## config.mk

```make
export PLATFORM = sky130hd
export DESIGN_NAME = tick_sched
export DESIGN_NICKNAME = d
export VERILOG_FILES = /design/src/rtl/tick_sched_pkg.sv /design/src/rtl/tick_sched_rr_arb2.sv /design/src/rtl/tick_sched.sv
export SDC_FILE = /design/constraint.sdc
export NUM_CORES = 1
export LEC_CHECK = 0
export ABC_AREA = 1
export CAP_MARGIN = 25
export CELL_PAD_IN_SITES_DETAIL_PLACEMENT = 1
export CELL_PAD_IN_SITES_GLOBAL_PLACEMENT = 1
export CORE_MARGIN = 5
export CORE_UTILIZATION = 33
export CTS_BUF_LIST = sky130_fd_sc_hd__clkbuf_16
export DETAILED_ROUTE_END_ITERATION = 16
export PLACE_DENSITY = 0.88
export SYNTH_ARGS = -nofsm -noshare
export SYNTH_HDL_FRONTEND = slang
export SYNTH_SLANG_ARGS = --single-unit
export TNS_END_PERCENT = 50
```

## constraint.sdc

```tcl
create_clock -name clk_in -period 5.05 [get_ports clk_in]
set_clock_uncertainty 0.2 [all_clocks]
set_input_delay 1.01 -clock clk_in [delete_from_list [all_inputs] [get_ports clk_in]]
set_output_delay 1.01 -clock clk_in [all_outputs]
set_load 0.1 [all_outputs]
```

## src/rtl/tick_sched_pkg.sv

```systemverilog
// Shared types and constants for the tick scheduler.
// Holds FSM state encoding, default delay width and requester count.
package tick_sched_pkg;

    localparam int CNT_W_DEF = 12;
    localparam int N_REQ     = 2;

    typedef enum logic {
        S_IDLE = 1'b0,
        S_RUN  = 1'b1
    } state_e;

endpackage

```

## src/rtl/tick_sched_rr_arb2.sv

```systemverilog
// Two-way round-robin chooser, purely combinational.
// Ports: req_i requests, rr_i last-granted index, gnt_o one-hot grant.
module rr_arb2
    import tick_sched_pkg::*;
(
    input  logic [N_REQ-1:0] req_i,
    input  logic             rr_i,
    output logic [N_REQ-1:0] gnt_o
);

    always_comb begin
        gnt_o = '0;
        unique case (req_i)
            2'b01:   gnt_o = 2'b01;
            2'b10:   gnt_o = 2'b10;
            // contention: favour the one not granted last
            2'b11:   gnt_o = rr_i ? 2'b01 : 2'b10;
            default: gnt_o = '0;
        endcase
    end

endmodule

```

## src/rtl/tick_sched.sv

```systemverilog
// Shared down-counter scheduler: two requesters time delays in ticks.
// Ports: clk_in, reset, tick_en, req, len0/len1 in; gnt, done, busy, cnt_o out.
module tick_sched
    import tick_sched_pkg::*;
#(
    parameter int CNT_W = CNT_W_DEF
) (
    input  logic             clk_in,
    input  logic             reset,
    input  logic             tick_en,
    input  logic [1:0]       req,
    input  logic [CNT_W-1:0] len0,
    input  logic [CNT_W-1:0] len1,
    output logic [1:0]       gnt,
    output logic [1:0]       done,
    output logic             busy,
    output logic [CNT_W-1:0] cnt_o
);

    state_e           state_q, state_d;
    logic [1:0]       gnt_q, gnt_d;
    logic [1:0]       done_q, done_d;
    logic [CNT_W-1:0] cnt_q, cnt_d;
    logic             rr_q, rr_d;

    logic [1:0] arb_gnt;
    logic       own_req;
    logic       last;

    rr_arb2 u_arb (
        .req_i (req),
        .rr_i  (rr_q),
        .gnt_o (arb_gnt)
    );

    assign own_req = |(req & gnt_q);
    // a zero length finishes without waiting for a tick
    assign last    = (cnt_q == '0) ||
                     ((cnt_q == CNT_W'(1)) && tick_en);

    always_comb begin
        state_d = state_q;
        gnt_d   = gnt_q;
        done_d  = '0;
        cnt_d   = cnt_q;
        rr_d    = rr_q;
        unique case (state_q)
            S_IDLE: begin
                if (|req) begin
                    state_d = S_RUN;
                    gnt_d   = arb_gnt;
                    cnt_d   = arb_gnt[1] ? len1 : len0;
                    rr_d    = arb_gnt[1];
                end
            end
            S_RUN: begin
                // cancel is checked first so it beats completion
                if (!own_req) begin
                    state_d = S_IDLE;
                    gnt_d   = '0;
                    cnt_d   = '0;
                end else if (last) begin
                    state_d = S_IDLE;
                    gnt_d   = '0;
                    cnt_d   = '0;
                    done_d  = gnt_q;
                end else if (tick_en) begin
                    cnt_d = cnt_q - CNT_W'(1);
                end
            end
            default: begin
                state_d = S_IDLE;
                gnt_d   = '0;
                cnt_d   = '0;
            end
        endcase
    end

    always_ff @(posedge clk_in or posedge reset) begin
        if (reset) begin
            state_q <= S_IDLE;
            gnt_q   <= '0;
            done_q  <= '0;
            cnt_q   <= '0;
            rr_q    <= 1'b1;
        end else begin
            state_q <= state_d;
            gnt_q   <= gnt_d;
            done_q  <= done_d;
            cnt_q   <= cnt_d;
            rr_q    <= rr_d;
        end
    end

    assign gnt   = gnt_q;
    assign done  = done_q;
    assign busy  = (state_q == S_RUN);
    assign cnt_o = cnt_q;

endmodule

```

* Yosys cells after proc, flatten, opt, wreduce, memory -nomap -nowiden *
Cells that the tools add are included.

storage, ports and cells
  flip-flop bits (word level) = 18
  logic and storage cells = 42
  output and inout port bits = 17

cells by class
  add/sub/neg operators = 1
  reduce and logical (&&, ||, !) cells = 8
  bitwise operators = 2
  equal/unequal tests = 7
  muxes and demuxes = 19

operators by type and width
  kind                     number
  $mux W12                 5
  $pmux W12 S2             1
  $mux W2                  7
  $eq A12 B1 Y1 const B    1
  $logic_not A12 Y1        1
  $sub A12 B1 Y12 const B  1
  $pmux W2 S3              1
  $reduce_and A2 Y1        3
  $eq A2 B2 Y1 const B     2
  $ne A4 B3 Y1 const B     1
  $pmux W2 S2              1
  $reduce_or A2 Y1         2
  $mux W1                  3
  $ne A3 B2 Y1 const B     1
  $and A2 B2 Y2            1
  $eq A2 B1 Y1 const B     1
  $ne A2 B2 Y1 const B     1
  $pmux W1 S2              1
  $logic_and A1 B1 Y1      1
  $logic_or A1 B1 Y1       1
  $not A1 Y1               1

* Longest topological paths before layout *
Gate-level depths: netlist of run 1.

  depth in word-level cells = 6
  gate-level depth with buffers = 13
  depth with buffers taken out = 13

* Hierarchy *
Synthesis of run 1 repeated with hierarchy kept, for this count alone.

second synthesis, totals
  cells, all modules = 206
  area total of the unflattened synthesis = 1,367.6 um^2

modules (own cells, without submodules)
  module      cells each  sequential area each (um^2)  area an instance (um^2)  times used
  tick_sched  201         451.7                        1,346.3                  1
  rr_arb2     5           0.0                          21.3                     1

* Worst setup path after synthesis of run 1 *
No wires, ideal clock.

  path kind = register to register
  from = reg cnt_q[0], in the netlist cnt_o[0]
  to = reg cnt_q[9], in the netlist cnt_o[9]
  period minus slack after synthesis = 2.479 ns
  path slack = 2.571 ns
  stages on the path, launching flop included = 14
  data required time = 4.728 ns
  arrival = 2.156 ns
  cells stage by stage = dfrtp_1 inv_1 ha_1 inv_1 nand2_1 nand2_1 inv_1 nand2_2 nand2_4 nand2_4 nand2_4 buf_6 nand2_1 nand2_1

on the way
  cells in the longest elaborated chain, start to end = 6
  elaborated cells on any way between the ends = 11
  classes of those cells = 1 x add/sub; 2 x eq/ne; 4 x mux; 4 x reduce/logical

RTL lines
  element                                                  RTL line          text
  start, declared                                          tick_sched.sv:23  logic [CNT_W-1:0] cnt_q, cnt_d;
  start signal, assigned                                   tick_sched.sv:90  cnt_q <= cnt_d;
  branches (longest 6 deep; another with $sub A12 B1 Y12)  -

Parallel ways; which one is timed is not known. The select of a mux whose other input is x is not followed.
A chain may end at the register's enable or synchronous reset.

* Worst setup path after layout of run 1 *
  from = reg state_q, in the netlist busy
  to = out busy

RTL lines
  element                 RTL line          text
  start, declared         tick_sched.sv:20  state_e state_q, state_d;
  start signal, assigned  tick_sched.sv:87  state_q <= state_d;
  end, declared           tick_sched.sv:16  output logic busy,

No word-level cell between the ends.

==> results of run 1 <==
## cell usage after synthesis, drive strengths merged (3+ instances only)
library cell	count	area (µm²)
inv	18	67.6
nand2	65	272
nand3	14	70.1
ha	3	37.5
xor2	3	26.3
buf	3	20.0
o21ai	22	110
dfrtp	17	425
nor3	4	20.0
nor2	35	146
o22ai	3	18.8
## routing by layer
metal	track usage [%]	vias up	wire length, µm
li1	-	713	-
met4	3.28	0	39
met5	0	-	0
met1	21.4	674	1910
met3	3.31	4	214
met2	32.5	40	2310
## kinds of logic (layout without fill, tap and decap cells)
| logic type | count (synthesis) | count (layout) | synth area share (%) |
|---|---|---|---|
| AOI/OAI and AO/OA | 29 | 29 | 12.8 |
| xor gates and xnor gates | 4 | 4 | 2.71 |
| adders and majority gates | 3 | 3 | 2.90 |
| buffers and inverters | 22 | 67 | 7.05 |
| DFF | 18 | 18 | 34.9 |
| and+or+nand+nor | 119 | 119 | 39.7 |
## power by group
group / switching, mW / internal, mW / leakage (nW)
Clock: 0.0547 / 0.105 / 0.0385
Combinational: 0.704 / 0.245 / 0.606
Sequential: 0.0970 / 0.207 / 0.227
## registers in the layout, indices dropped and copies added (netlist names)
register	flops
cnt_o	12
done	2
gnt	2
busy	1
rr_q	1
## layout make-up
| class | count | area [µm²] |
|---|---|---|
| timing repair buffer | 45 | 450 |
| clock buffer | 3 | 75.1 |
| fill | 502 | 1880 |
| clock inverter | 1 | 3.75 |
| multi-input combinational | 155 | 752 |
| sequential | 18 | 452 |
| inverter | 18 | 67.6 |
| tap | 48 | 60.1 |
## worst register-to-register path: cells and delay by family, from the launching register on
kind | cells | cell delay [ns]
buf+inv | 1 | 0.32
flops | 1 | 0.54
simple gates | 6 | 0.82
compound gates | 2 | 0.22
## layout by cell type, fill, tap and decap left out, types with 3 or more instances in the layout
cell,n
nand3_1,14
clkbuf_16,3
inv_1,17
nand2_4,3
clkdlybuf4s50_1,45
ha_1,3
nor2_1,33
o22ai_1,3
nand2_1,60
xor2_1,3
o21ai_0,21
nor3_1,4
dfrtp_1,17
## path summary, 6_finish.rpt
path,startpoint,endpoint,slack [ns],cells past startpoint
hold / removal,rr_q,rr_q,0.32,2
hold reg to reg,rr_q,rr_q,0.32,2
setup / recovery,busy,busy,1.76,1
min in group asynchronous,reset,cnt_o[9],0.99,2
max in group asynchronous,reset,cnt_o[0],3.20,2
setup reg to reg,rr_q,cnt_o[3],2.86,9
## through the flow
| step | cells | instance area [µm²] |
|---|---|---|
| 6_report | 288 | 1860 |
| 5_1_grt | 288 | 1860 |
| 3_3_place_gp | 284 | 1780 |
| 3_5_place_dp | 284 | 1780 |
| 4_1_cts | 288 | 1860 |
| 2_1_floorplan | 195 | 1290 |
==> results.md, run 1 <==
* DRC violations left at 0
* I/O pins at 46
* DRT Wirelength at 4.48 mm
* CTS tree: done
* Routed len/inst at 15.6 µm
* Critical path's top delay family: buffers and inverters
* Yosys warnings at 0
* Number of hold buffers added after CTS at 0
* WS Path Type: reg2out
* Peak Freq at 304 MHz
* Unique cell type count in the Yosys netlist at 25
* Largest net degree at the start of global routing at 19
* Post-layout min period at 3.29 ns
* Slowest Stage Delay on Critical Path at 1.23 ns
* First-pass detailed-route iteration total at 4
* Final GP Congestion at 0.825
* H-tree levels at 1
* Final ANT Viol Nets at 0
* Layout cell share with drive strength beyond 1 at 5.42%
* Grt total ovfl at 0
* Die Ht at 72.6 µm
* Setup ws final at 1.76 ns
* Synthesized area at 1290 µm²
* Pwr dens at 759 nW/µm²
* Worst min path class: reg2reg
* Normalized max-slew margin at 35.0%
* Row count at 22
* Core Region at 3740 µm²
* Peak VDD IR at 513 µV
* I/O Buffers at 45
* Crit path buf inv count at 1
* Clk slew on worst S/H paths at 0.05 ns
* Setup total negative slack at 0 ns
* Via-per-instance ratio at 4.97
* Maxcap violations at 0
* Area grow syn2layout at 43.7%
* Number of synthesized flops with an enable pin at 0
* Crit path max fanout at 13
* Worst-Margin Slew at 0.972 ns
* # Post-CTS Setup Buffers at 0
* Register area share after synthesis at 34.9%
* Crit. End Element: output port
* Die area at 5280 µm²
* Design Power at 1.41 mW
* Inserted Clock Buffers at 3
* CTS Root Cell: clkbuf_16
* Initial Utilization at 34.6%
* Final hold violations at 0
* Avg Cell Area, Syn at 6.64 µm²
* Pre-CTS WS at 1.89 ns
* Fin nets at 273
* Width of the die at 72.6 µm
* Synth Register Bits at 18
* Arr. time, crit path at 2.08 ns
* WHS at 0.321 ns
* PostCTS Resize Cnt at 0
* Post-detail-place hpwl at 3.48 mm
* Antenna cells at 0
* RSZ-0062 raised after global routing: no
* First-pass GRT wire length at 7.20 mm
* Tcrit/Tclk final at 65.2%
* Top FF cell, synth: dfrtp_1
* Leakage power at 0.871 nW
* Clock buffer depth at 2
* Skew-Pair Late Insertion Delay at 0.25 ns
* Status: complete, no violations
* Sink Count at 18
* Final core utilization at 49.7%
* Worst setup SP type: flop
* Ys async rst share at 100%
* Vias in the first global route at 1,507
* Mapped Nets at 227
* Critical path, cell by cell: clkdlybuf4s50_1
* Crit-path slowest cell: clkdlybuf4s50_1
* Max-slew violations at 0
* Vias at 1,431
* DR iter-0 viols at 62
* Data required, critical path at 3.84 ns
* Initial antenna violation count at 0
* Final setup viols at 0
* GRT Resource Usage Total at 17.7%
* Synthesized instance count at 195
(Power assumes the default switching activity.)
==> run 2, diff against run 1 <==
- CORE_UTILIZATION: 33 -> 27
- PLACE_DENSITY: 0.88 -> 0.78
- clock period: 5.05 -> 2.8 ns (I/O delays scaled with it)
==> run 2 against run 1 <==
- utilization shrank 10 points
- count of clock-buffer cells in the layout stayed put
- setup slack lost 1.2 ns
- highest routed layer unchanged
- largest cell class unchanged
- cell count is 3.1% higher
- critical path type is now in2reg
- critical path depth is 8 higher
- critical endpoint is now cnt_o[10]
- non-clock buffer count up 3
- combinational power increased by 80%
- clock power rose by 83%
- wire length decreased by 1.7%
- first-iteration DRC count shrank 18%
- sequential power is 76% higher
==> results.md, run 2 (synthesis gave the netlist of run 1 again) <==
* Status: complete, no violations
* Skew-Pair Late Insertion Delay at 0.25 ns (about the same)
* Initial Utilization at 27.6% (-7.0 points)
* Maxcap violations at 0 (unchanged)
* Post-detail-place hpwl at 3.44 mm (-0.93%)
* Inserted Clock Buffers at 3 (unchanged)
* Crit-path slowest cell: clkdlybuf4s50_1
* Crit. End Element: flop
* Post-layout min period at 2.28 ns
* Max reg flops at 12 (unchanged)
* CTS Root Cell: clkbuf_16
* Seq pwr share at 21.1% (-0.4 points)
* Antenna cells at 0 (unchanged)
* Tcrit/Tclk final at 81.6%
* CTS tree: done
* I/O pins at 46 (unchanged)
* Via-per-instance ratio at 4.75 (-4.4%)
* PostCTS Resize Cnt at 0 (unchanged)
* Grt total ovfl at 0 (unchanged)
* Pwr dens at 1370 nW/µm² (+81%)
* I/O Buffers at 45 (unchanged)
* Leakage power at 0.909 nW (+4.4%)
* Most frequent cells in the layout: nand2_1 (60), nor2_1 (33), clkdlybuf4s50_1 (28)
* Commonest non-fill, non-tap cell in the layout: nand2_1
* Vias at 1,411 (-1.4%)
* Crit path buf inv count at 2 (+1)
* Die area at 6280 µm² (+19%)
* GRT Resource Usage Total at 14.9% (-2.8 points)
* RSZ-0062 raised after global routing: no
* Critical path's top delay family: compound AO/OA/AOI/OAI gates
* Peak VDD IR at 719 µV (+40%)
* Fillers at 599 (+19%)
* Routed len/inst at 14.8 µm (-4.7%)
* Largest net degree at the start of global routing at 19 (unchanged)
* DRC violations left at 0 (unchanged)
* Sw Share at 61.2% (+0.66 points)
* H-tree levels at 1 (unchanged)
* Normalized max-slew margin at 51.6% (+17 points)
* Max-slew violations at 0 (unchanged)
* Fin nets at 276 (+1.1%)
* Worst min path class: reg2reg
* Width of the die at 79.3 µm (+9.1%)
* Clock buffer depth at 2 (unchanged)
* Area grow syn2layout at 42.7%
* First-pass GRT wire length at 7.19 mm (-0.19%)
* Internal Power at 0.985 mW (+77%)
* Final GP Congestion at 0.766 (-7.1%)
* Clock share of power at 11.5% (+0.2 points)
* Combinational share of power at 67.4% (+0.2 points)
* Final hold violations at 0 (unchanged)
* Core Region at 4690 µm² (+25%)
* First-pass detailed-route iteration total at 3 (-1)
* # Post-CTS Setup Buffers at 0 (unchanged)
* Row count at 25 (+14%)
* Sw Pwr at 1.55 mW (+82%)
* Arr. time, crit path at 2.27 ns (+0.19 ns)
* Data required, critical path at 2.79 ns (-1.05 ns)
* Setup ws final at 0.516 ns (-1.24 ns)
* DRT Wirelength at 4.41 mm (-1.7%)
* Sink Count at 18 (unchanged)
* Final ANT Viol Nets at 0 (unchanged)
* Crit path max fanout at 6 (-7)
* Peak Freq at 438 MHz
* Slowest Stage Delay on Critical Path at 0.50 ns (-0.73 ns)
* Critical path, cell by cell: clkdlybuf4s50_1 -> nand2_1 -> a21oi_4 -> inv_1 -> a21oi_1 -> nand3_1 -> nand2_1 -> nand2_1 -> nand2_1
* Layout cell share with drive strength beyond 1 at 13.6% (+8.2 points)
* Number of hold buffers added after CTS at 0 (unchanged)
* Final core utilization at 39.4% (-10 points)
* WS Path Type: in2reg
* Clk slew on worst S/H paths at 0.05 ns (about the same)
* Pre-CTS WS at 0.240 ns (-1.65 ns)
* Worst-Margin Slew at 0.725 ns (-0.247 ns)
* Vias in the first global route at 1,432 (-5.0%)
* Die Ht at 79.3 µm (+9.1%)
* Initial antenna violation count at 0 (unchanged)
* DR iter-0 viols at 51 (-18%)
* Final setup viols at 0 (unchanged)
* Setup total negative slack at 0 ns (unchanged)
* Worst setup SP type: input pin
* Worst path most repeated cell: nand2_1
-- run 2: layout make-up --
| class | count | area, µm² | area share [%] |
|---|---|---|---|
| multi-input combinational | 155 | 752 | 40.7 |
| sequential | 18 | 452 | 24.4 |
| timing repair buffer | 48 | 430 | 23.3 |
| clock buffer | 3 | 75.1 | 4.06 |
| inverter | 18 | 67.6 | 3.66 |
| tap | 54 | 67.6 | 3.66 |
| clock inverter | 1 | 3.75 | 0.203 |
-- run 2: final timing paths --
path                           from         to  slack [ns]  depth (start not counted)
min reg2reg                    rr_q       rr_q        0.29                          2
max                          req[0]  cnt_o[10]        0.52                          9
min                            rr_q       rr_q        0.29                          2
min in group asynchronous     reset     gnt[1]        0.54                          2
max in group asynchronous     reset   cnt_o[5]        1.41                          2
max reg2reg                cnt_o[0]  cnt_o[10]        0.79                         11
-- run 2: worst register-to-register path: stages (launching register included) --
cell and delay, ns:
dfrtp_1 0.40, inv_1 0.12, ha_1 0.21, inv_1 0.05
nand2_1 0.05, nand2_1 0.05, inv_1 0.05, a21oi_1 0.48
nand3_1 0.14, nand2_1 0.09, nand2_1 0.05, nand2_1 0.06
-- run 2: power groups by stage --
stage	clock (mW)	combinational [mW]	sequential [mW]
6_report	0.293	1.71	0.535
3_5_place_dp	0	1.72	0.542
2_1_floorplan	0	0.616	1.21
3_3_place_gp	0	1.70	0.540
4_1_cts	0.297	1.73	0.538
5_1_grt	0.310	1.85	0.557
-- run 2: routing by layer --
layer,track usage [%],part of all wire (%),vias to the layer above
li1,-,-,716
met1,20.0,48,661
met2,24.3,47,28
met3,3.63,4.3,6
met4,3.09,0.70,0
met5,0,0,-
-- run 2: through the flow --
| step | hold slack (ns) | instance area, µm² | power, mW | cells |
|---|---|---|---|---|
| finish | 0.292 | 1850 | 2.54 | 297 |
| detailed placement | 0.284 | 1770 | 2.27 | 293 |
| CTS | 0.293 | 1850 | 2.57 | 297 |
| global route | 0.344 | 1850 | 2.72 | 297 |
| global placement | 0.274 | 1770 | 2.24 | 293 |
| floorplan | 0.266 | 1290 | 1.82 | 195 |
==> edit 1 (flow settings as in run 1) <==
The package constant `CNT_W_DEF` goes from 12 to 24.
--- a/src/rtl/tick_sched_pkg.sv
+++ b/src/rtl/tick_sched_pkg.sv
@@ -3,5 +3,5 @@
 package tick_sched_pkg;
 
-    localparam int CNT_W_DEF = 12;
+    localparam int CNT_W_DEF = 24;
     localparam int N_REQ     = 2;
 
Interface: changed (resized cnt_o, len0 and len1); port bits go from 46 to 82. The function was not compared with the original's and may differ.
==> edit 1 against run 1 <==
Final cell count grew 97%. Die area grew 73%. Setup slack gained 0.059 ns. Total power grew 81%. Sequential cell count grew 12. Area after synthesis grew 87%. Sequential power grew 62%. Wire length grew 93%. Register-to-register slack lost 0.21 ns. Cell area grew 84%. Count of clock-buffer cells in the layout grew 2. Global-route usage grew 2.4 points.
==> edit 1: results (changes against run 1) <==
{| class="wikitable"
! Metric !! Value
|-
| Synth top cells by count || 112 x sky130_fd_sc_hd__nand2_1, 80 x sky130_fd_sc_hd__nor2_1, 45 x sky130_fd_sc_hd__o21ai_0
|-
| Met2 wire length || 4.34 mm (+88%)
|-
| Final routed wirelength across all metal layers || 8.64 mm (+93%)
|-
| Total nets after synthesis || 444 (+96%)
|-
| Depth of the worst register-to-register path || 11 (+2)
|-
| Leading cell types by total area after synthesis || sky130_fd_sc_hd__dfrtp_1 30%, sky130_fd_sc_hd__nand2_1 17%, sky130_fd_sc_hd__nor2_1 12%
|-
| Outcome || completed
|-
| Peak supply drop || 282 uV (-45%)
|-
| Worst reg2reg endpoint || cnt_o[20]
|-
| Count of input and output buffers || 81 (+80%)
|-
| Design internal power || 0.000973 W (+75%)
|-
| Count of distinct cell types in the synthesized netlist || 29 (+16%)
|-
| Number of clock buffers inserted by TritonCTS || 5 (+2)
|-
| Crit path arrival time || 2.03 ns (-0.05 ns)
|-
| Crit-path max cell delay || 1.18 ns (-0.05 ns)
|-
| Global routing met1 resource utilization || 0.245 (+0.0309)
|-
| Later-pin clock latency in the skew report || 0.28 ns (+0.03 ns)
|-
| Filler Cells Inserted || 971 (+93%)
|-
| GR Layer Usage met3 || 0.0339 (+0.000881)
|-
| Combinational Power Share || 0.698 (+0.026)
|-
| Largest fanout of any net on the critical path || 22 (+9)
|-
| Global placement routability congestion || 0.823 (-0.15%)
|-
| Post-detail-place hpwl || 6.49 mm (+87%)
|-
| Hold slack || 0.305 ns (-0.0160 ns)
|-
| Global Route met2 Usage || 0.356 (+0.0309)
|-
| Measured slew at the worst slew-check pin || 0.986 ns (+0.0139 ns)
|-
| Sequential Power Share || 0.192 (-0.023)
|-
| Max FFs per register || 24 (+12)
|-
| Global-route wire length before repair || 14.3 mm (+99%)
|-
| Per-cell via count in the routed design || 4.88 (-1.9%)
|-
| Fraction of layout cells with a size suffix above 1 || 0.0469 (-0.00726)
|-
| Via count of the first global-routing pass || 2,965 (+97%)
|-
| Worst R2R Setup Slack || 2.65 ns (-0.21 ns)
|-
| Met3 wire length || 313 um (+46%)
|-
| Startpoint of the worst register-to-register path || cnt_o[0]
|}
-- edit 1: logic make-up after synthesis --
group	after synthesis	synth area share
and+or+nand+nor	231	0.407
adders and majority gates	3	0.0155
DFF	30	0.311
buffers and inverters	52	0.0958
AOI/OAI and AO/OA	63	0.138
xor gates and xnor gates	9	0.0326
-- edit 1: tightest hold or removal path, stage by stage (launching register included) --
cell	delay, ns
sky130_fd_sc_hd__dfstp_2	0.37
sky130_fd_sc_hd__nand2_1	0.05
sky130_fd_sc_hd__o21ai_0	0.08
-- edit 1: metrics by stage --
| stage | area, um2 | setup slack (ns) | total power [W] | std cells |
|---|---|---|---|---|
| 6_report | 3430 | 1.81 | 0.00256 | 568 |
| 5_1_grt | 3430 | 1.76 | 0.00274 | 568 |
| 4_1_cts | 3430 | 1.80 | 0.00258 | 568 |
| 3_5_place_dp | 3300 | 1.88 | 0.00228 | 560 |
| 3_3_place_gp | 3300 | 1.94 | 0.00223 | 560 |
| 2_1_floorplan | 2420 | 2.44 | 0.00182 | 388 |
-- edit 1: layout make-up --
| type | instances | area [um2] | share of cell area |
|---|---|---|---|
| clock buffers | 5 | 125 | 0.0365 |
| clock inverters | 3 | 11.3 | 0.00328 |
| inverters | 41 | 154 | 0.0448 |
| multi-input cells | 306 | 1430 | 0.417 |
| flip-flops and latches | 30 | 752 | 0.219 |
| well taps | 99 | 124 | 0.0361 |
| repair buffers | 84 | 833 | 0.243 |
-- edit 1: worst max path at each step --
stage               cells past startpoint  slack, ns         to
finish                                  2       1.81       busy
global route                            2       1.76       busy
CTS                                     2       1.80       busy
detailed placement                     11       1.88   cnt_o[7]
global placement                       11       1.94   cnt_o[7]
floorplan                              12       2.44  cnt_o[13]
==> edit 2 (settings of run 1) <==
Made on the original files. Register the output `cnt_o` once more; this adds one clock of latency there. The other outputs are not delayed to match.
--- a/src/rtl/tick_sched.sv
+++ b/src/rtl/tick_sched.sv
@@ -96,5 +96,7 @@
     assign done  = done_q;
     assign busy  = (state_q == S_RUN);
-    assign cnt_o = cnt_q;
+    always_ff @(posedge clk_in) begin
+        cnt_o <= cnt_q;
+    end
 
 endmodule
Check against the original RTL: not equivalent (a bounded check fails within 4 cycles, from zero or initial values and one cycle with reset high).
==> edit 2 against run 1 <==
Global-route usage is 1.1 points lower. Wire length is 3.1% higher. Setup slack worse by 0.12 ns. Register-to-register slack worse by 0.06 ns. Via count is 11% higher. Critical path depth stayed put. Cell area is 18% higher. Total power is 19% higher. Area after synthesis is 22% higher. Final cell count is 14% higher. Sequential cell count is 12 higher. Critical path type unchanged. Largest cell class unchanged. Highest routed layer unchanged.
==> edit 2: results (changes against run 1) <==
{| class="wikitable"
! Metric !! Value
|-
| Worst R2R Setup Slack || 2.80 ns (-0.06 ns)
|-
| Startpoint of the worst register-to-register path || cnt_q[0]
|-
| Placed instance count || 319 (+12%)
|-
| Per-cell via count in the routed design || 4.84 (-2.6%)
|-
| Filler Cells Inserted || 598 (+19%)
|-
| Worst reg2reg endpoint || cnt_q[7]
|-
| Area fraction in compound gates after synthesis || 0.0737 (-0.0538)
|-
| Final routed wirelength across all metal layers || 4.62 mm (+3.1%)
|-
| Total GRT Usage || 0.165 (-0.0114)
|-
| Measured slew at the worst slew-check pin || 0.968 ns (-0.00400 ns)
|-
| Instance count of the mapped netlist || 225 (+15%)
|-
| Global placement routability congestion || 0.855 (+3.7%)
|-
| Post-Layout Cell Count || 327 (+14%)
|-
| Async set or reset register ratio after synthesis || 0.600 (-0.400)
|-
| Fraction of layout cells with a size suffix above 1 || 0.0623 (+0.00810)
|-
| Later-pin clock latency in the skew report || 0.27 ns (+0.02 ns)
|-
| Crit path arrival time || 2.21 ns (+0.13 ns)
|-
| Peak supply drop || 369 uV (-28%)
|-
| Number of nets in the layout || 304 (+11%)
|-
| Leading cell types by total area after synthesis || sky130_fd_sc_hd__dfrtp_1 27%, sky130_fd_sc_hd__nand2_1 20%, sky130_fd_sc_hd__dfxtp_1 15%
|-
| Leakage component of the power || 1.05 nW (+20%)
|-
| Via count of the first global-routing pass || 1,693 (+12%)
|-
| Total nets after synthesis || 257 (+13%)
|-
| Highest clock rate || 293 MHz (-3.5%)
|-
| Pre-CTS WS || 1.95 ns (+0.0649 ns)
|-
| Largest fanout of any net on the critical path || 16 (+3)
|-
| Outcome || completed
|-
| Adder and majority gate portion of the synthesized area || 0.0238 (-0.00521)
|-
| Xor/xnor share of the synthesized area || 0.0166 (-0.0104)
|-
| Post-detail-place hpwl || 3.46 mm (-0.35%)
|}
## edit 2: power by group
| group | switching [W] | total [W] | internal (W) |
|---|---|---|---|
| logic | 0.000708 | 0.000960 | 0.000252 |
| registers | 0.000103 | 0.000448 | 0.000345 |
| clock network | 0.0000989 | 0.000276 | 0.000177 |
| total | 0.000910 | 0.00168 | 0.000774 |
## edit 2: cell type report
type                            count  area, um2  area share
Clock inverter                      3       12.5     0.00568
Sequential cell                    30        692       0.314
Timing Repair Buffer               45        450       0.204
Multi-Input combinational cell    170        781       0.354
Tap cell                           54       67.6      0.0307
Inverter                           20       75.1      0.0341
Clock buffer                        5        125      0.0568
## edit 2: per-layer routing
layer,part of all wire,vias to the layer above,track usage
li1,-,789,-
met1,0.44,752,0.189
met2,0.50,34,0.292
met3,0.045,8,0.0420
met4,0.018,0,0.0670
met5,0,-,0
## edit 2: how the worst min path moves through the flow
stage / startpoint / cells after the start / slack, ns / end
floorplan: cnt_q[1] / 0 / 0.19 / cnt_o[1]
global placement: cnt_q[0] / 0 / 0.22 / cnt_o[0]
detailed placement: cnt_q[1] / 0 / 0.23 / cnt_o[1]
CTS: cnt_q[1] / 0 / 0.24 / cnt_o[1]
global route: cnt_q[1] / 0 / 0.26 / cnt_o[1]
finish: cnt_q[1] / 0 / 0.24 / cnt_o[1]
## edit 2: stage by stage
step           total power (W)  utilization
3_5_place_dp           0.00141        0.440
2_1_floorplan          0.00117            -
5_1_grt                0.00181        0.470
4_1_cts                0.00170        0.470
3_3_place_gp           0.00138        0.440
6_report               0.00168        0.470
## edit 2: worst reg2reg max path, delay by kind of cell, from the launching register on
family	cells	cell delay, ns
AND/OR/NAND/NOR	6	0.65
buffers and inverters	2	0.21
AO/OA/AOI/OAI	1	0.53
flip-flops	1	0.41
adder cells (fa/ha/maj)	1	0.17
## edit 2: cells by family (layout without fill, tap and decap cells)
| logic type | Yosys count | count (layout) |
|---|---|---|
| AOI/OAI and AO/OA | 21 | 21 |
| xor gates and xnor gates | 3 | 3 |
| adders and majority gates | 3 | 3 |
| buffers and inverters | 25 | 73 |
| DFF | 30 | 30 |
| and+or+nand+nor | 143 | 143 |
